### config.mk
export PLATFORM = sky130hd
export DESIGN_NAME = chunked_add_sub_flat
export DESIGN_NICKNAME = d
export VERILOG_FILES = /design/src/rtl/chunked_add_sub_if.sv /design/src/rtl/chunked_add_sub.sv /design/src/flat_wrapper.sv
export SDC_FILE = /design/constraint.sdc
export NUM_CORES = 1
export LEC_CHECK = 0
export CAP_MARGIN = 20
export CORE_MARGIN = 5
export CORE_UTILIZATION = 30
export DETAILED_ROUTE_END_ITERATION = 8
export HOLD_SLACK_MARGIN = 0.15
export PLACE_DENSITY = 0.53
export SLEW_MARGIN = 20
export SYNTH_ARGS = -nofsm -noshare
export SYNTH_HDL_FRONTEND = slang
export SYNTH_SLANG_ARGS = --single-unit
### constraint.sdc
create_clock -name clk -period 4.1 [get_ports clk]
set_input_delay 0.82 -clock clk [delete_from_list [all_inputs] [get_ports clk]]
set_output_delay 0.82 -clock clk [all_outputs]
set_load 0.02 [all_outputs]
### src/rtl/chunked_add_sub_if.sv
// Request/result bundle for chunked_add_sub: start/ready capture handshake
// and valid/ack result handshake.
interface chunked_add_sub_if #(parameter int WIDTH = 16);
  logic             start;
  logic             sub;
  logic             cin;
  logic [WIDTH-1:0] a;
  logic [WIDTH-1:0] b;
  logic             ready;
  logic             valid;
  logic             ack;
  logic [WIDTH-1:0] sum;
  logic             cout;
  logic             ovf;

  modport master (output start, sub, cin, a, b, ack,
                  input  ready, valid, sum, cout, ovf);
  modport slave  (input  start, sub, cin, a, b, ack,
                  output ready, valid, sum, cout, ovf);
endinterface

### src/rtl/chunked_add_sub.sv
// Multi-cycle add/sub: CHUNK bits per clock through one adder slice with a
// registered carry. Define CHUNKED_ADD_SUB_SAT_EN for signed saturation.
module chunked_add_sub #(
  parameter int WIDTH = 16,
  parameter int CHUNK = 4
) (
  input  logic            clk,
  input  logic            rst_n,
  chunked_add_sub_if.slave bus
);
  localparam int N  = WIDTH / CHUNK;
  localparam int CW = (N > 1) ? $clog2(N) : 1;

  typedef enum logic [1:0] {IDLE, RUN, DONE} state_e;

  state_e           state_q, state_d;
  logic [WIDTH-1:0] a_q, a_d, b_q, b_d, sum_q, sum_d;
  logic             sub_q, sub_d, carry_q, carry_d;
  logic             cout_q, cout_d, ovf_q, ovf_d;
  logic [CW-1:0]    cnt_q, cnt_d;

  logic [CHUNK-1:0] a_ch, b_ch, s_ch;
  logic             c_out, c_msb_in, ovf_now;
  int               base;

  // One CHUNK-bit slice; carry into the slice MSB is recovered from the
  // MSB sum bit, which keeps CHUNK=1 working without a special case.
  always_comb begin
    base     = int'(cnt_q) * CHUNK;
    a_ch     = a_q[base +: CHUNK];
    b_ch     = b_q[base +: CHUNK];
    {c_out, s_ch} = {1'b0, a_ch} + {1'b0, b_ch} + {{CHUNK{1'b0}}, carry_q};
    c_msb_in = a_ch[CHUNK-1] ^ b_ch[CHUNK-1] ^ s_ch[CHUNK-1];
    ovf_now  = c_msb_in ^ c_out;
  end

  always_comb begin
    state_d = state_q;
    a_d     = a_q;
    b_d     = b_q;
    sub_d   = sub_q;
    carry_d = carry_q;
    cnt_d   = cnt_q;
    sum_d   = sum_q;
    cout_d  = cout_q;
    ovf_d   = ovf_q;
    case (state_q)
      IDLE: begin
        if (bus.start) begin
          state_d = RUN;
          a_d     = bus.a;
          b_d     = bus.sub ? ~bus.b : bus.b;
          sub_d   = bus.sub;
          carry_d = bus.sub ? ~bus.cin : bus.cin;
          cnt_d   = '0;
        end
      end
      RUN: begin
        sum_d[base +: CHUNK] = s_ch;
        carry_d = c_out;
        cnt_d   = cnt_q + 1'b1;
        if (cnt_q == CW'(N - 1)) begin
          state_d = DONE;
          cnt_d   = '0;
          // Subtract runs as a + ~b + ~cin, so a missing carry is a borrow.
          cout_d  = c_out ^ sub_q;
          ovf_d   = ovf_now;
`ifdef CHUNKED_ADD_SUB_SAT_EN
          if (ovf_now)
            sum_d = a_q[WIDTH-1] ? {1'b1, {(WIDTH-1){1'b0}}}
                                 : {1'b0, {(WIDTH-1){1'b1}}};
`endif
        end
      end
      DONE: begin
        if (bus.ack) state_d = IDLE;
      end
      default: state_d = IDLE;
    endcase
  end

  always_ff @(posedge clk or negedge rst_n) begin
    if (!rst_n) begin
      state_q <= IDLE;
      a_q     <= '0;
      b_q     <= '0;
      sub_q   <= 1'b0;
      carry_q <= 1'b0;
      cnt_q   <= '0;
      sum_q   <= '0;
      cout_q  <= 1'b0;
      ovf_q   <= 1'b0;
    end else begin
      state_q <= state_d;
      a_q     <= a_d;
      b_q     <= b_d;
      sub_q   <= sub_d;
      carry_q <= carry_d;
      cnt_q   <= cnt_d;
      sum_q   <= sum_d;
      cout_q  <= cout_d;
      ovf_q   <= ovf_d;
    end
  end

  assign bus.ready = (state_q == IDLE);
  assign bus.valid = (state_q == DONE);
  assign bus.sum   = sum_q;
  assign bus.cout  = cout_q;
  assign bus.ovf   = ovf_q;
endmodule

### src/flat_wrapper.sv
// flat-port wrapper written by rule: the top's interface ports become plain ports
module chunked_add_sub_flat 
#(
  parameter int WIDTH = 16,
  parameter int CHUNK = 4
)
  (clk, rst_n, bus_start, bus_sub, bus_cin, bus_a, bus_b, bus_ack, bus_ready, bus_valid, bus_sum, bus_cout, bus_ovf);
  chunked_add_sub_if #(.WIDTH(WIDTH)) bus_i ();
  input  logic clk;
  input  logic rst_n;
  input wire logic [$bits(bus_i.start)-1:0] bus_start;
  input wire logic [$bits(bus_i.sub)-1:0] bus_sub;
  input wire logic [$bits(bus_i.cin)-1:0] bus_cin;
  input wire logic [$bits(bus_i.a)-1:0] bus_a;
  input wire logic [$bits(bus_i.b)-1:0] bus_b;
  input wire logic [$bits(bus_i.ack)-1:0] bus_ack;
  output wire logic [$bits(bus_i.ready)-1:0] bus_ready;
  output wire logic [$bits(bus_i.valid)-1:0] bus_valid;
  output wire logic [$bits(bus_i.sum)-1:0] bus_sum;
  output wire logic [$bits(bus_i.cout)-1:0] bus_cout;
  output wire logic [$bits(bus_i.ovf)-1:0] bus_ovf;
  assign bus_i.start = bus_start;
  assign bus_i.sub = bus_sub;
  assign bus_i.cin = bus_cin;
  assign bus_i.a = bus_a;
  assign bus_i.b = bus_b;
  assign bus_i.ack = bus_ack;
  assign bus_ready = bus_i.ready;
  assign bus_valid = bus_i.valid;
  assign bus_sum = bus_i.sum;
  assign bus_cout = bus_i.cout;
  assign bus_ovf = bus_i.ovf;
  chunked_add_sub #(.WIDTH(WIDTH), .CHUNK(CHUNK)) u_core (.clk(clk), .rst_n(rst_n), .bus(bus_i));
endmodule
==> key figures <==
Status
  • Status: completed

Worst setup path
  • CP Cell Sequence: mux4_2, fa_1, fa_1, a21o_1, a21oi_1, xor2_1, o21ai_0
  • Crit-path slowest cell: dfrtp_1
  • Worst path most repeated cell: fa_1
  • CP delay by family, top: adder cells
  • Buffer and inverter count on the worst path: 0
  • CP required: between 4 and 5 ns
  • CP arrival: 3.08 ns
  • Startpoint Class: register
  • Crit-path max FO: 8
  • Critical path class: reg -> reg
  • Crit path capture type: register
  • Peak per-stage delay on the critical path: 0.61 ns

Die
  • IO Count: 58
  • Die Wd: between 100 and 150 um
  • FP Rows: 34
  • Initial core utilization: 30.8%
  • Die Ht: 105 um
  • Core footprint: about 0.0087 sq mm
  • Die Area: 0.0110 sq mm

Detailed routing
  • Vias per cell: 4.56
  • DRC: 0
  • Drt first pass iters: 4
  • DR iter-0 viols: ~60
  • Antenna viol nets, final: 0
  • Routed wire per std cell: 14.4 um
  • Vias: 1867
  • Wirelength, routed: roughly 5900 um

Synthesis
  • Area leader, netlist: dfrtp_1
  • Seq cells post-synth: 56
  • Synth warn: 0
  • Syn avg cell area: ~11 sq um
  • Post-synth EDFFs: 0
  • Synth Instances: 245
  • Yosys top cell area share: 52.1%
  • Area contributors post-synth: dfrtp_1 (52%), nand2_1 (11%), mux4_2 (6.7%), xnor2_1 (6.2%), a22o_1 (4.9%)
  • Asr flop ratio synth: 100%
  • Yosys cell types: 30
  • Synthesized netlist net count: a little under 300
  • Syn Std Cell Area: 0.00269 sq mm
  • Primary FF master, synth: dfrtp_1
  • Sequential-to-total area share from yosys stat: 52.1%

Timing
  • Peak Freq: 345 MHz
  • Skew final: 0.0126 ns
  • RSZ-0062 raised after global routing: false
  • Period utilization: 70.8%
  • Tmin final: just under 3 ns
  • Final Hold Vio Count: 0
  • Final setup violation count: 0
  • Worst setup margin: 1.20 ns
  • Setup TNS: 0 ns
  • Least-Margin Pin Slew: ~0.94 ns
  • Max Transition Viols Final: 0
  • Relative slew slack: roughly 37%

Global routing
  • Global-route wire length before repair: 9970 um
  • Antenna violations before repair: 0
  • Vias in the first global route: 2013
  • Total grt overflow: 0
  • Largest net degree at the start of global routing: 34
  • GRT Total Usage: 11.1%

Hold path
  • HP Class: in -> async

Finish
  • Commonest non-fill, non-tap cell in the layout: nand2_1
  • P&R area growth vs syn: 28.1%
  • Most frequent cells in the layout: nand2_1 (77), clkdlybuf4s50_1 (56), dfrtp_1 (56)
  • # nets final: around 350
  • Share of layout cells above drive strength 1: 8.64%
  • Antenna diode count: 0
  • Fin area: 0.00345 sq mm

Clocking
  • CTS root buf: clkbuf_8
  • Max Buffers Root-to-Sink: 2
  • CTS sink cnt: 56
  • Post-cts resize count: 0
  • H-tree levels: 2
  • Post-CTS setup buffer count: 0
  • # hold bufs at CTS: 0
  • CTS Buf Count: 5
  • Clock Latency Late Sink: slightly above 0.3 ns
  • CTS clk-pin slew, worst paths: 0.10 ns
  • CTS tree: done

Placement
  • Number of buffers added on ports: 57
  • Detailed placement HPWL: roughly 4500 um
  • Placed inst area: 0.00335 sq mm
  • Pre-CTS setup slack: 1.18 ns
  • GPL Wtd Cong: between 0.7 and 0.8

Pwr
  • Power Dens Cells: 765 mW/mm^2
  • Peak VDD IR: 0.260 mV
  • LEAKAGE: 1.55 nW

Run
  • MaxCap Viol Count: 0
[cell usage after synthesis (2+ instances only)]
| library cell | instances |
|---|---|
| a21oi_1 | 2 |
| ha_1 | 9 |
| mux4_2 | 8 |
| buf_4 | 2 |
| buf_2 | 6 |
| xnor2_1 | 19 |
| a22o_1 | 15 |
| nand2_1 | 77 |
| fa_1 | 2 |
| dfrtp_1 | 56 |
| inv_1 | 3 |
| o31ai_1 | 2 |
| a21o_1 | 2 |
| clkbuf_1 | 4 |
| xor2_1 | 2 |
| o21ai_0 | 21 |
| nand3_1 | 2 |
[final cells by class]
cell class              instances  area [sq um]
clock buffers                   6          82.6
clock inverters                 2          10.0
fillers                       858          5280
inverters                       3          11.3
multi-input cells             174          1220
flip-flops and latches         56          1400
well taps                     108           135
repair buffers                 60           588
[routing by layer]
metal	GRT usage, %	share of wire, %
met1	15.0	46
met2	17.4	47
met3	2.84	4.5
met4	3.84	1.5
met5	0	0
[per-stage QoR]
stage | power (mW) | util, % | hold slack [ns] | instances
5_1_grt | 2.85 | 39.5 | 0.509 | 409
6_report | 2.64 | 39.5 | 0.482 | 409
3_5_place_dp | 2.36 | 38.5 | 0.463 | 401
2_1_floorplan | 1.89 | - | 0.440 | 245
4_1_cts | 2.67 | 39.5 | 0.486 | 409
3_3_place_gp | 2.34 | 38.5 | 0.455 | 401
[state kept, by name, indices dropped and copies added (netlist names)]
register	cells
u_core.bus.sum	16
u_core.cnt_q	2
u_core.state_q	2
u_core.a_q	16
u_core.bus.cout	1
u_core.b_q	16
u_core.carry_q	1
u_core.bus.ovf	1
u_core.sub_q	1
[power by group]
part           internal, mW  switching [mW]  total (mW)
Sequential            0.781           0.169       0.950
Clock                 0.135           0.174       0.310
Combinational         0.613           0.763        1.38
[worst reg2reg max path, cell delays in order, from the launching register on]
cell     delay (ns)
dfrtp_1        0.61
mux4_2         0.58
fa_1           0.43
fa_1           0.42
a21o_1         0.19
a21oi_1        0.30
xor2_1         0.16
o21ai_0        0.09
[cell families after synthesis]
| group | share of synthesized area (%) |
|---|---|
| DFF | 52.1 |
| xor gates and xnor gates | 6.84 |
| and+or+nand+nor | 15.4 |
| buffers and inverters | 2.65 |
| AOI/OAI and AO/OA | 10.6 |
| muxes | 6.70 |
| adders and majority gates | 5.67 |
[path summary, 6_finish.rpt]
kind,from,slack [ns],to,depth (start not counted)
max,u_core.cnt_q[0]$_DFFE_PN0P_,1.20,u_core.bus.cout$_DFFE_PN0P_,7
min,rst_n,0.48,u_core.b_q[7]$_DFFE_PN0P_,1
max reg2reg,u_core.cnt_q[0]$_DFFE_PN0P_,1.20,u_core.bus.cout$_DFFE_PN0P_,7
min reg2reg,u_core.a_q[2]$_DFFE_PN0P_,0.48,u_core.a_q[2]$_DFFE_PN0P_,2
max in group asynchronous,rst_n,2.80,u_core.cnt_q[0]$_DFFE_PN0P_,2
min in group clk,u_core.a_q[2]$_DFFE_PN0P_,0.48,u_core.a_q[2]$_DFFE_PN0P_,2
Power figures use the tool's default switching activity.
